<file path="config.mk">
export PLATFORM = sky130hd
export DESIGN_NAME = router_input_port
export DESIGN_NICKNAME = d
export VERILOG_FILES = /design/src/rtl/noc_pkg.sv /design/src/rtl/sync_fifo.sv /design/src/rtl/router_input_port.sv
export SDC_FILE = /design/constraint.sdc
export NUM_CORES = 1
export LEC_CHECK = 0
export BUFFER_PORTS_ARGS = -buffer_cell sky130_fd_sc_hd__buf_2
export CAP_MARGIN = 5
export CELL_PAD_IN_SITES_DETAIL_PLACEMENT = 1
export CELL_PAD_IN_SITES_GLOBAL_PLACEMENT = 1
export CORE_ASPECT_RATIO = 0.8
export CORE_MARGIN = 1.5
export CORE_UTILIZATION = 30
export CTS_BUF_LIST = sky130_fd_sc_hd__clkbuf_16
export DETAILED_ROUTE_END_ITERATION = 6
export HOLD_SLACK_MARGIN = 0.05
export PLACE_DENSITY_LB_ADDON = 0.1
export SLEW_MARGIN = 20
export SYNTH_ARGS = -nofsm -noshare
export SYNTH_HDL_FRONTEND = slang
export SYNTH_HIERARCHICAL = 1
export SYNTH_SLANG_ARGS = --single-unit
</file>
<file path="constraint.sdc">
create_clock -name i_clk -period 5.5 [get_ports i_clk]
set_input_delay 0.275 -clock i_clk [delete_from_list [all_inputs] [get_ports i_clk]]
set_output_delay 0.275 -clock i_clk [all_outputs]
set_load 0.03 [all_outputs]
</file>
<file path="src/rtl/noc_pkg.sv">
// Shared NoC definitions: flit layout, port encoding and XY routing.
// The same routing function is used by the router RTL and its checkers.
package noc_pkg;

   localparam int FLIT_W    = 73;
   localparam int COORD_W   = 4;
   localparam int PAYLOAD_W = 64;
   localparam int TAIL_BIT  = 72;
   localparam int DX_HI     = 71;
   localparam int DX_LO     = 68;
   localparam int DY_HI     = 67;
   localparam int DY_LO     = 64;

   typedef enum logic [2:0] {
      LOCAL = 3'd0,
      NORTH = 3'd1,
      EAST  = 3'd2,
      SOUTH = 3'd3,
      WEST  = 3'd4
   } port_e;

   // Dimension-ordered routing: resolve X first, then Y.
   function automatic port_e xy_route(input logic [COORD_W-1:0] dest_x,
                                      input logic [COORD_W-1:0] dest_y,
                                      input logic [COORD_W-1:0] cur_x,
                                      input logic [COORD_W-1:0] cur_y);
      port_e p;
      if (dest_x > cur_x)      p = EAST;
      else if (dest_x < cur_x) p = WEST;
      else if (dest_y > cur_y) p = NORTH;
      else if (dest_y < cur_y) p = SOUTH;
      else                     p = LOCAL;
      return p;
   endfunction

endpackage

</file>
<file path="src/rtl/sync_fifo.sv">
// Single-clock FIFO with valid/ready on both sides and an occupancy count.
// No fall-through and no full bypass: a pop never frees space in the same cycle.
module sync_fifo #(
   parameter int DEPTH = 4,
   parameter int WIDTH = 73
) (
   input  logic                       i_clk,
   input  logic                       i_arst_n,
   input  logic [WIDTH-1:0]           i_data,
   input  logic                       i_valid,
   output logic                       o_ready,
   output logic [WIDTH-1:0]           o_data,
   output logic                       o_valid,
   input  logic                       i_ready,
   output logic [$clog2(DEPTH+1)-1:0] o_count
);

   localparam int PTR_W = $clog2(DEPTH);
   localparam int CNT_W = $clog2(DEPTH+1);
   localparam logic [CNT_W-1:0] FULL_CNT = CNT_W'(DEPTH);

   logic [WIDTH-1:0] r_mem [DEPTH];
   logic [PTR_W-1:0] r_wr_ptr;
   logic [PTR_W-1:0] r_rd_ptr;
   logic [CNT_W-1:0] r_count;
   logic             w_push;
   logic             w_pop;

   assign o_ready = (r_count != FULL_CNT);
   assign o_valid = (r_count != '0);
   assign w_push  = i_valid && o_ready;
   assign w_pop   = o_valid && i_ready;
   assign o_data  = r_mem[r_rd_ptr];
   assign o_count = r_count;

   // Pointers wrap naturally since DEPTH is a power of two.
   always_ff @(posedge i_clk or negedge i_arst_n) begin
      if (!i_arst_n) begin
         r_wr_ptr <= '0;
         r_rd_ptr <= '0;
         r_count  <= '0;
      end else begin
         if (w_push) r_wr_ptr <= r_wr_ptr + PTR_W'(1);
         if (w_pop)  r_rd_ptr <= r_rd_ptr + PTR_W'(1);
         case ({w_push, w_pop})
            2'b10:   r_count <= r_count + CNT_W'(1);
            2'b01:   r_count <= r_count - CNT_W'(1);
            default: r_count <= r_count;
         endcase
      end
   end

   // Storage is not reset; stale entries are never visible while empty.
   always_ff @(posedge i_clk) begin
      if (w_push) r_mem[r_wr_ptr] <= i_data;
   end

   a_no_push_full: assert property (@(posedge i_clk) disable iff (!i_arst_n)
      !(i_valid && (r_count == FULL_CNT) && w_push));
   a_count_bound: assert property (@(posedge i_clk) disable iff (!i_arst_n)
      r_count <= FULL_CNT);

endmodule

</file>
<file path="src/rtl/router_input_port.sv">
// Router input stage: buffers one link's flits and steers the head flit
// to the arbiter of its XY-routed output port via a one-hot request.
module router_input_port
   import noc_pkg::*;
#(
   parameter int                 DEPTH       = 4,
   parameter int                 WIDTH       = 73,
   parameter int                 NUM_OUTPUTS = 5,
   parameter logic [COORD_W-1:0] ROUTER_X    = '0,
   parameter logic [COORD_W-1:0] ROUTER_Y    = '0
) (
   input  logic                       i_clk,
   input  logic                       i_arst_n,
   input  logic [WIDTH-1:0]           i_data,
   input  logic                       i_valid,
   output logic                       o_ready,
   output logic [WIDTH-1:0]           o_data,
   output logic [NUM_OUTPUTS-1:0]     o_valid,
   input  logic [NUM_OUTPUTS-1:0]     i_ready,
   output logic [$clog2(DEPTH+1)-1:0] o_count
);

   logic [WIDTH-1:0]       w_head;
   logic                   w_head_valid;
   logic                   w_pop;
   port_e                  w_route;
   logic [NUM_OUTPUTS-1:0] w_req;

   sync_fifo #(
      .DEPTH (DEPTH),
      .WIDTH (WIDTH)
   ) u_fifo (
      .i_clk    (i_clk),
      .i_arst_n (i_arst_n),
      .i_data   (i_data),
      .i_valid  (i_valid),
      .o_ready  (o_ready),
      .o_data   (w_head),
      .o_valid  (w_head_valid),
      .i_ready  (w_pop),
      .o_count  (o_count)
   );

   assign w_route = xy_route(w_head[DX_HI:DX_LO], w_head[DY_HI:DY_LO], ROUTER_X, ROUTER_Y);

   // Only the selected arbiter's accept can pop; other i_ready bits are masked.
   always_comb begin
      w_req = '0;
      if (w_head_valid) w_req = NUM_OUTPUTS'(1) << w_route;
   end

   assign o_valid = w_req;
   assign w_pop   = |(w_req & i_ready);
   assign o_data  = w_head;

   a_onehot_valid: assert property (@(posedge i_clk) disable iff (!i_arst_n)
      $onehot0(o_valid));

endmodule

</file>
==> flow_metrics.env, run 1 <==
export IMPL_antenna_found_initial=2
export IMPL_crit_arrival_ns=4.14
export IMPL_grt_usage=0.1234
export IMPL_place_ws_ns=1.717
export IMPL_gp_congestion=0.6610
export IMPL_synth_cells=430
export IMPL_rows=62
export IMPL_irDropWorstVdd_mv=0.2497
export IMPL_path_clk_slew_ns=0.06
export IMPL_design_area_mm2=0.01403
export IMPL_grt_pass1_vias=5905
export IMPL_grt_max_degree=53
export IMPL_setup_tns_ns=0
export IMPL_io_buffers=158
export IMPL_min_path_type="in -> reg"
export IMPL_routed_wl_mm=23.37
export IMPL_synth_largest_area_cell="edfxtp_1"
export IMPL_final_core_util=0.3889
export IMPL_grt_pass1_wl_mm=35.33
export IMPL_multi_input_area_mm2=0.001988
export IMPL_worstSkewPairLatency_ns=0.55
export IMPL_drtAntennaViolNets=0
export IMPL_via_per_inst=4.427
export IMPL_syn_to_final_growth_pct=27.07
export IMPL_synth_top_area_share=0.7942
export IMPL_setup_violations=0
export IMPL_drv_slew=0
export IMPL_rr_worst_depth=11
export IMPL_cts_resized_gates=0
export IMPL_synth_distinct_cells=27
export IMPL_post_drt_wl_per_cell_um=19.67
export IMPL_htree_levels=1
export IMPL_cts_tree="built"
export IMPL_yosysSeqAreaShare=0.8101
export IMPL_final_fill_count=3477
export IMPL_crit_path_start="u_fifo/r_rd_ptr[0]"
export IMPL_setup_slack_ns=1.821
export IMPL_cts_hold_buf=75
export IMPL_crit_path_end="u_fifo/o_count[2]"
export IMPL_core_area_mm2=0.03607
export IMPL_synth_area_leaders="edfxtp_1 (79%), mux4_2 (15%), dfrtp_1 (1.6%), ha_1 (0.57%), buf_4 (0.54%)"
export IMPL_drc_errors=0
export IMPL_via_count=5259
export IMPL_min_period_ns=3.679
export IMPL_leakage_nw=4.824
export IMPL_critPathLaunchType="register"
export IMPL_post_cts_setup_buffers=0
export IMPL_pin_count=163
export IMPL_drv_cap=0
export IMPL_worstMarginPinSlew_ns=0.9311
export IMPL_syn_area_mm2=0.01104
export IMPL_first_iter_violations=264
export IMPL_ys_ff_latch=299
export IMPL_worstReg2RegStart="u_fifo/r_rd_ptr[0]"
export IMPL_end_kind="register"
export IMPL_required_ns=5.97
export IMPL_grt_remaining_overflow=0
export IMPL_drive_gt1_frac=0.4045
export IMPL_status="finished clean"
export IMPL_fin_skew_ns=0.007769
export IMPL_die_area_mm2=0.03797
export IMPL_rsz0062_at_grt="false"
export IMPL_clock_fmax_mhz=271.8
export IMPL_power_density_mw_per_mm2=553.7
export IMPL_crit_fanout=36
export IMPL_r2r_slack_ns=1.82
export IMPL_synth_warnings=6
export IMPL_cts_sinks=299
export IMPL_worst_setup_path_type="reg -> reg"
export IMPL_avgSynthCellArea_um2=25.68
export IMPL_nets=773
export IMPL_cts_buffer_depth=3
export IMPL_fp_dieW_um=217.5
export IMPL_dp_hpwl_mm=13.30
export IMPL_firstDrtPassIters=4
export IMPL_tritoncts_num_buffers=31
export IMPL_slew_headroom=0.3793
export IMPL_dpl_cell_area_mm2=0.01241
export IMPL_regArea_mm2=0.008951
export IMPL_r2r_end="u_fifo/o_count[2]"
export IMPL_hold_violations=0
export IMPL_die_y_um=174.6
export IMPL_initial_core_util=0.3061
export IMPL_period_share=0.6688
export IMPL_cts_root_buf="clkbuf_16"
cell usage after synthesis, drive strengths merged:
master,number
mux2i,2
nand2,2
o21ai,1
xnor2,3
a21oi,1
or3,1
nor2,2
xor2,3
buf,17
o31a,1
and2,1
or3b,1
and3,5
mux4,73
edfxtp,292
fa,1
nor2b,1
dfrtp,7
inv,6
conb,1
mux2,1
nor4,2
ha,5
clkbuf,1
routing by layer:
layer,part of all wire,vias to the layer above,GRT usage
li1,-,2355,-
met1,0.43,2753,0.1558
met2,0.50,109,0.2143
met3,0.046,40,0.02924
met4,0.022,2,0.02922
met5,0.00043,-,0
critical path, cell delays in order, from the launching register on:
cell and delay [ns]:
dfrtp_4 0.95, mux4_2 0.65, nor4_4 0.41, o21ai_0 0.15
a21oi_2 0.13, o31a_2 0.19, ha_1 0.18, inv_1 0.06
fa_1 0.38, xor2_1 0.15, nor2_1 0.14, xor2_1 0.19
power by group:
part	switching [W]	internal, W	leakage [nW]
logic	0.00169	0.000991	1.61
registers	0.000264	0.00302	2.76
clock network	0.000802	0.00100	0.463
total	0.00275	0.00502	4.82
flip-flops by register name, indices dropped and copies added (netlist names):
signal	count
u_fifo/o_count	3
u_fifo/r_rd_ptr	2
u_fifo/r_mem	292
u_fifo/r_wr_ptr	2
cells by family (layout without fill, tap and decap cells):
group                    Yosys count  in the layout  share of synthesized area
flip-flops                       299            299                     0.8101
multiplexers                      76             76                     0.1521
buffers and inverters             24            300                    0.01156
AND/OR/NAND/NOR                   15             15                    0.01156
adder cells (fa/ha/maj)            6              6                   0.007480
XOR/XNOR                           6              6                   0.004761
AO/OA/AOI/OAI                      3              3                   0.002153
other                              1              3                  0.0003397
cell usage in the layout (no fill, tap or decap), drive strengths merged, types with 2 or more instances in the layout:
cell and instances:
clkbuf 31, nor2 2, nand2 2, xor2 3, xnor2 3, clkinvlp 2, inv 18, dfrtp 7
ha 5, mux2i 2, edfxtp 292, conb 2, buf 165, and3 5, dlygate4sd3 75, clkinv 9
nor4 2, mux4 73
area by class of cell:
class,count,area share
clock buffers,31,0.05529
clock inverters,23,0.006778
multi-input cells,108,0.1417
diodes,1,0.0001784
flip-flops and latches,299,0.6380
well taps,480,0.04281
repair buffers,240,0.1136
inverters,6,0.001605
stage by stage:
stage               total power [W]  hold WS, ns  std cells
floorplan                  0.005193     -0.02059        431
finish                     0.007769       0.1315       1188
detailed placement         0.006064       0.1195       1058
global route               0.008167       0.1183       1188
CTS                        0.007964      0.08982       1187
global placement           0.006007       0.1140       1058
how the worst min path moves through the flow:
stage,cells past startpoint,end,slack (ns),startpoint
2_1_floorplan,0,u_fifo/o_count[0],-0.02,i_arst_n
3_3_place_gp,1,u_fifo/o_count[2],0.11,i_arst_n
3_5_place_dp,1,u_fifo/o_count[0],0.12,i_arst_n
4_1_cts,3,u_fifo/r_wr_ptr[0],0.09,i_valid
5_1_grt,3,u_fifo/r_wr_ptr[0],0.12,i_valid
6_report,3,u_fifo/r_wr_ptr[0],0.13,i_valid
(Power assumes the default switching activity.)
==> run 2, diff against run 1 <==
==> constraint.sdc (replaced) <==
create_clock -name i_clk -period 3.5 [get_ports i_clk]
set_input_delay 0.175 -clock i_clk [delete_from_list [all_inputs] [get_ports i_clk]]
set_output_delay 0.175 -clock i_clk [all_outputs]
set_load 0.03 [all_outputs]
==> flow_metrics.env, run 2 (synthesis results as in run 1) <==
export IMPL_status="finished clean"
export IMPL_rr_worst_depth=11
export IMPL_dp_hpwl_mm=14.26
export IMPL_fin_cells=1198
export IMPL_hold_violations=0
export IMPL_irDropWorstVdd_mv=0.3463
export IMPL_initial_core_util=0.3061
export IMPL_power_frac_comb=0.347
export IMPL_antenna_found_initial=2
export IMPL_worst_setup_path_type="reg -> reg"
export IMPL_final_core_util=0.3960
export IMPL_power_share_clock=0.263
export IMPL_required_ns=3.98
export IMPL_min_path_type="in -> reg"
export IMPL_io_buffers=158
export IMPL_crit_fanout=11
export IMPL_clock_fmax_mhz=315.4
export IMPL_pin_count=163
export IMPL_syn_to_final_growth_pct=29.39
export IMPL_core_area_mm2=0.03607
export IMPL_largest_register_ffs=292
export IMPL_post_drt_wl_per_cell_um=20.26
export IMPL_setup_tns_ns=0
export IMPL_min_delay_start="i_ready[1]"
export IMPL_drv_cap=0
export IMPL_post_cts_setup_buffers=0
export IMPL_cts_sinks=299
export IMPL_cp_buffers_inverters=1
export IMPL_via_count=5340
export IMPL_first_iter_violations=206
export IMPL_leakage_nw=4.931
export IMPL_pwr_share_seq=0.389
export IMPL_dpl_cell_count=1064
export IMPL_worstHoldPathCells=5
export IMPL_via_per_inst=4.457
export IMPL_place_ws_ns=0.2642
export IMPL_grt_remaining_overflow=0
export IMPL_drc_errors=0
export IMPL_drv_slew=0
export IMPL_layout_common_cells="edfxtp_1 (292), buf_2 (158), dlygate4sd3_1 (76)"
export IMPL_max_stage_delay_ns=0.58
export IMPL_fin_skew_ns=0.01571
export IMPL_firstDrtPassIters=4
export IMPL_r2r_slack_ns=0.33
export IMPL_path_clk_slew_ns=0.06
export IMPL_power_density_mw_per_mm2=898.0
export IMPL_grt_usage=0.1319
export IMPL_drtAntennaViolNets=0
export IMPL_min_period_ns=3.171
export IMPL_setup_violations=0
export IMPL_fp_dieW_um=217.5
export IMPL_worstMarginPinSlew_ns=0.9368
export IMPL_drive_gt1_frac=0.4232
export IMPL_cts_root_buf="clkbuf_16"
export IMPL_period_share=0.9060
export IMPL_worstReg2RegStart="u_fifo/r_rd_ptr[0]"
export IMPL_worstSkewPairLatency_ns=0.57
export IMPL_nets=780
export IMPL_crit_family="multiplexers"
export IMPL_whs_endpoint="u_fifo/r_rd_ptr[0]"
export IMPL_die_area_mm2=0.03797
export IMPL_grt_max_degree=55
export IMPL_top_register="u_fifo/r_mem"
export IMPL_grt_pass1_vias=6202
export IMPL_rsz0062_at_grt="false"
export IMPL_crit_arrival_ns=3.65
export IMPL_crit_slowest_cell="mux4_2"
export IMPL_routed_wl_mm=24.27
export IMPL_critPathLaunchType="register"
export IMPL_internal_power_w=0.008384
export IMPL_timing_critical_path_mode_cell="xor2_1"
export IMPL_grt_pass1_wl_mm=37.73
export IMPL_p_sw_frac=0.3465
export IMPL_r2r_end="u_fifo/o_count[2]"
export IMPL_end_kind="register"
export IMPL_cp_cell_sequence="mux4_2 -> nor4_4 -> o21ai_0 -> a21oi_2 -> o31a_2 -> ha_1 -> inv_1 -> fa_1 -> xor2_1 -> nor2_1 -> xor2_1"
export IMPL_gp_congestion=0.6684
export IMPL_final_common_cell="edfxtp_1"
export IMPL_cts_tree="built"
export IMPL_p_sw_w=0.004445
export IMPL_slew_headroom=0.3755
export IMPL_cts_buffer_depth=3
export IMPL_die_y_um=174.6
export IMPL_tritoncts_num_buffers=31
export IMPL_rows=62
export IMPL_setup_slack_ns=0.3291
export IMPL_htree_levels=1
-- run 2: metrics by stage --
step / hold WS (ns) / power [W] / instance area (µm²)
after floorplan: -0.1206 / 0.008160 / 11040
after global placement: 0.02096 / 0.009547 / 12480
after detailed placement: 0.02002 / 0.009613 / 12480
after CTS: 0.1560 / 0.01311 / 14280
after global routing: 0.1953 / 0.01346 / 14280
final: 0.1877 / 0.01283 / 14290
-- run 2: power by group through the flow --
stage / clock, W / sequential (W) / combinational [W]
CTS: 0.00348 / 0.00502 / 0.00461
global placement: 0 / 0.00504 / 0.00451
floorplan: 0 / 0.00497 / 0.00319
detailed placement: 0 / 0.00509 / 0.00452
global route: 0.00360 / 0.00508 / 0.00477
finish: 0.00338 / 0.00500 / 0.00446
-- run 2: worst reg2reg max path, cell delays in order (launching register included) --
cell,delay (ns)
dfrtp_4,0.56
mux4_2,0.59
nor4_4,0.42
o21ai_0,0.17
a21oi_2,0.13
o31a_2,0.19
ha_1,0.18
inv_1,0.06
fa_1,0.37
xor2_1,0.15
nor2_1,0.13
xor2_1,0.16
-- run 2: worst max-delay path by stage --
stage	slack [ns]	depth (start not counted)	endpoint	start
3_5_place_dp	0.26	11	u_fifo/o_count[2]	u_fifo/r_rd_ptr[0]
4_1_cts	0.24	11	u_fifo/o_count[2]	u_fifo/r_rd_ptr[0]
5_1_grt	0.09	11	u_fifo/o_count[2]	u_fifo/r_rd_ptr[0]
3_3_place_gp	0.34	11	u_fifo/o_count[2]	u_fifo/r_rd_ptr[0]
6_report	0.33	11	u_fifo/o_count[2]	u_fifo/r_rd_ptr[0]
2_1_floorplan	0.27	13	u_fifo/o_count[2]	u_fifo/r_rd_ptr[0]
-- run 2: per-layer routing --
| layer | global-route usage | up-vias | share of wire |
|---|---|---|---|
| met5 | 0 | - | 0 |
| met4 | 0.02691 | 0 | 0.019 |
| met3 | 0.04160 | 38 | 0.062 |
| met2 | 0.2265 | 117 | 0.50 |
| met1 | 0.1636 | 2823 | 0.42 |
| li1 | - | 2362 | - |
-- run 2: area by class of cell --
cell class	count	area, µm²
Antenna cell	2	5.005
Multi-Input combinational cell	108	1988
Fill cell	3483	21790
Inverter	6	22.52
Timing Repair Buffer	247	1674
Sequential cell	299	8951
Tap cell	480	600.6
Clock inverter	25	267.8
Clock buffer	31	775.7
-- run 2: what timing repair did --
item | in CTS | in global routing
resized for setup | 0 | 0
endpoints found under the hold margin | 300 | 0
hold buffers | 76 | 0
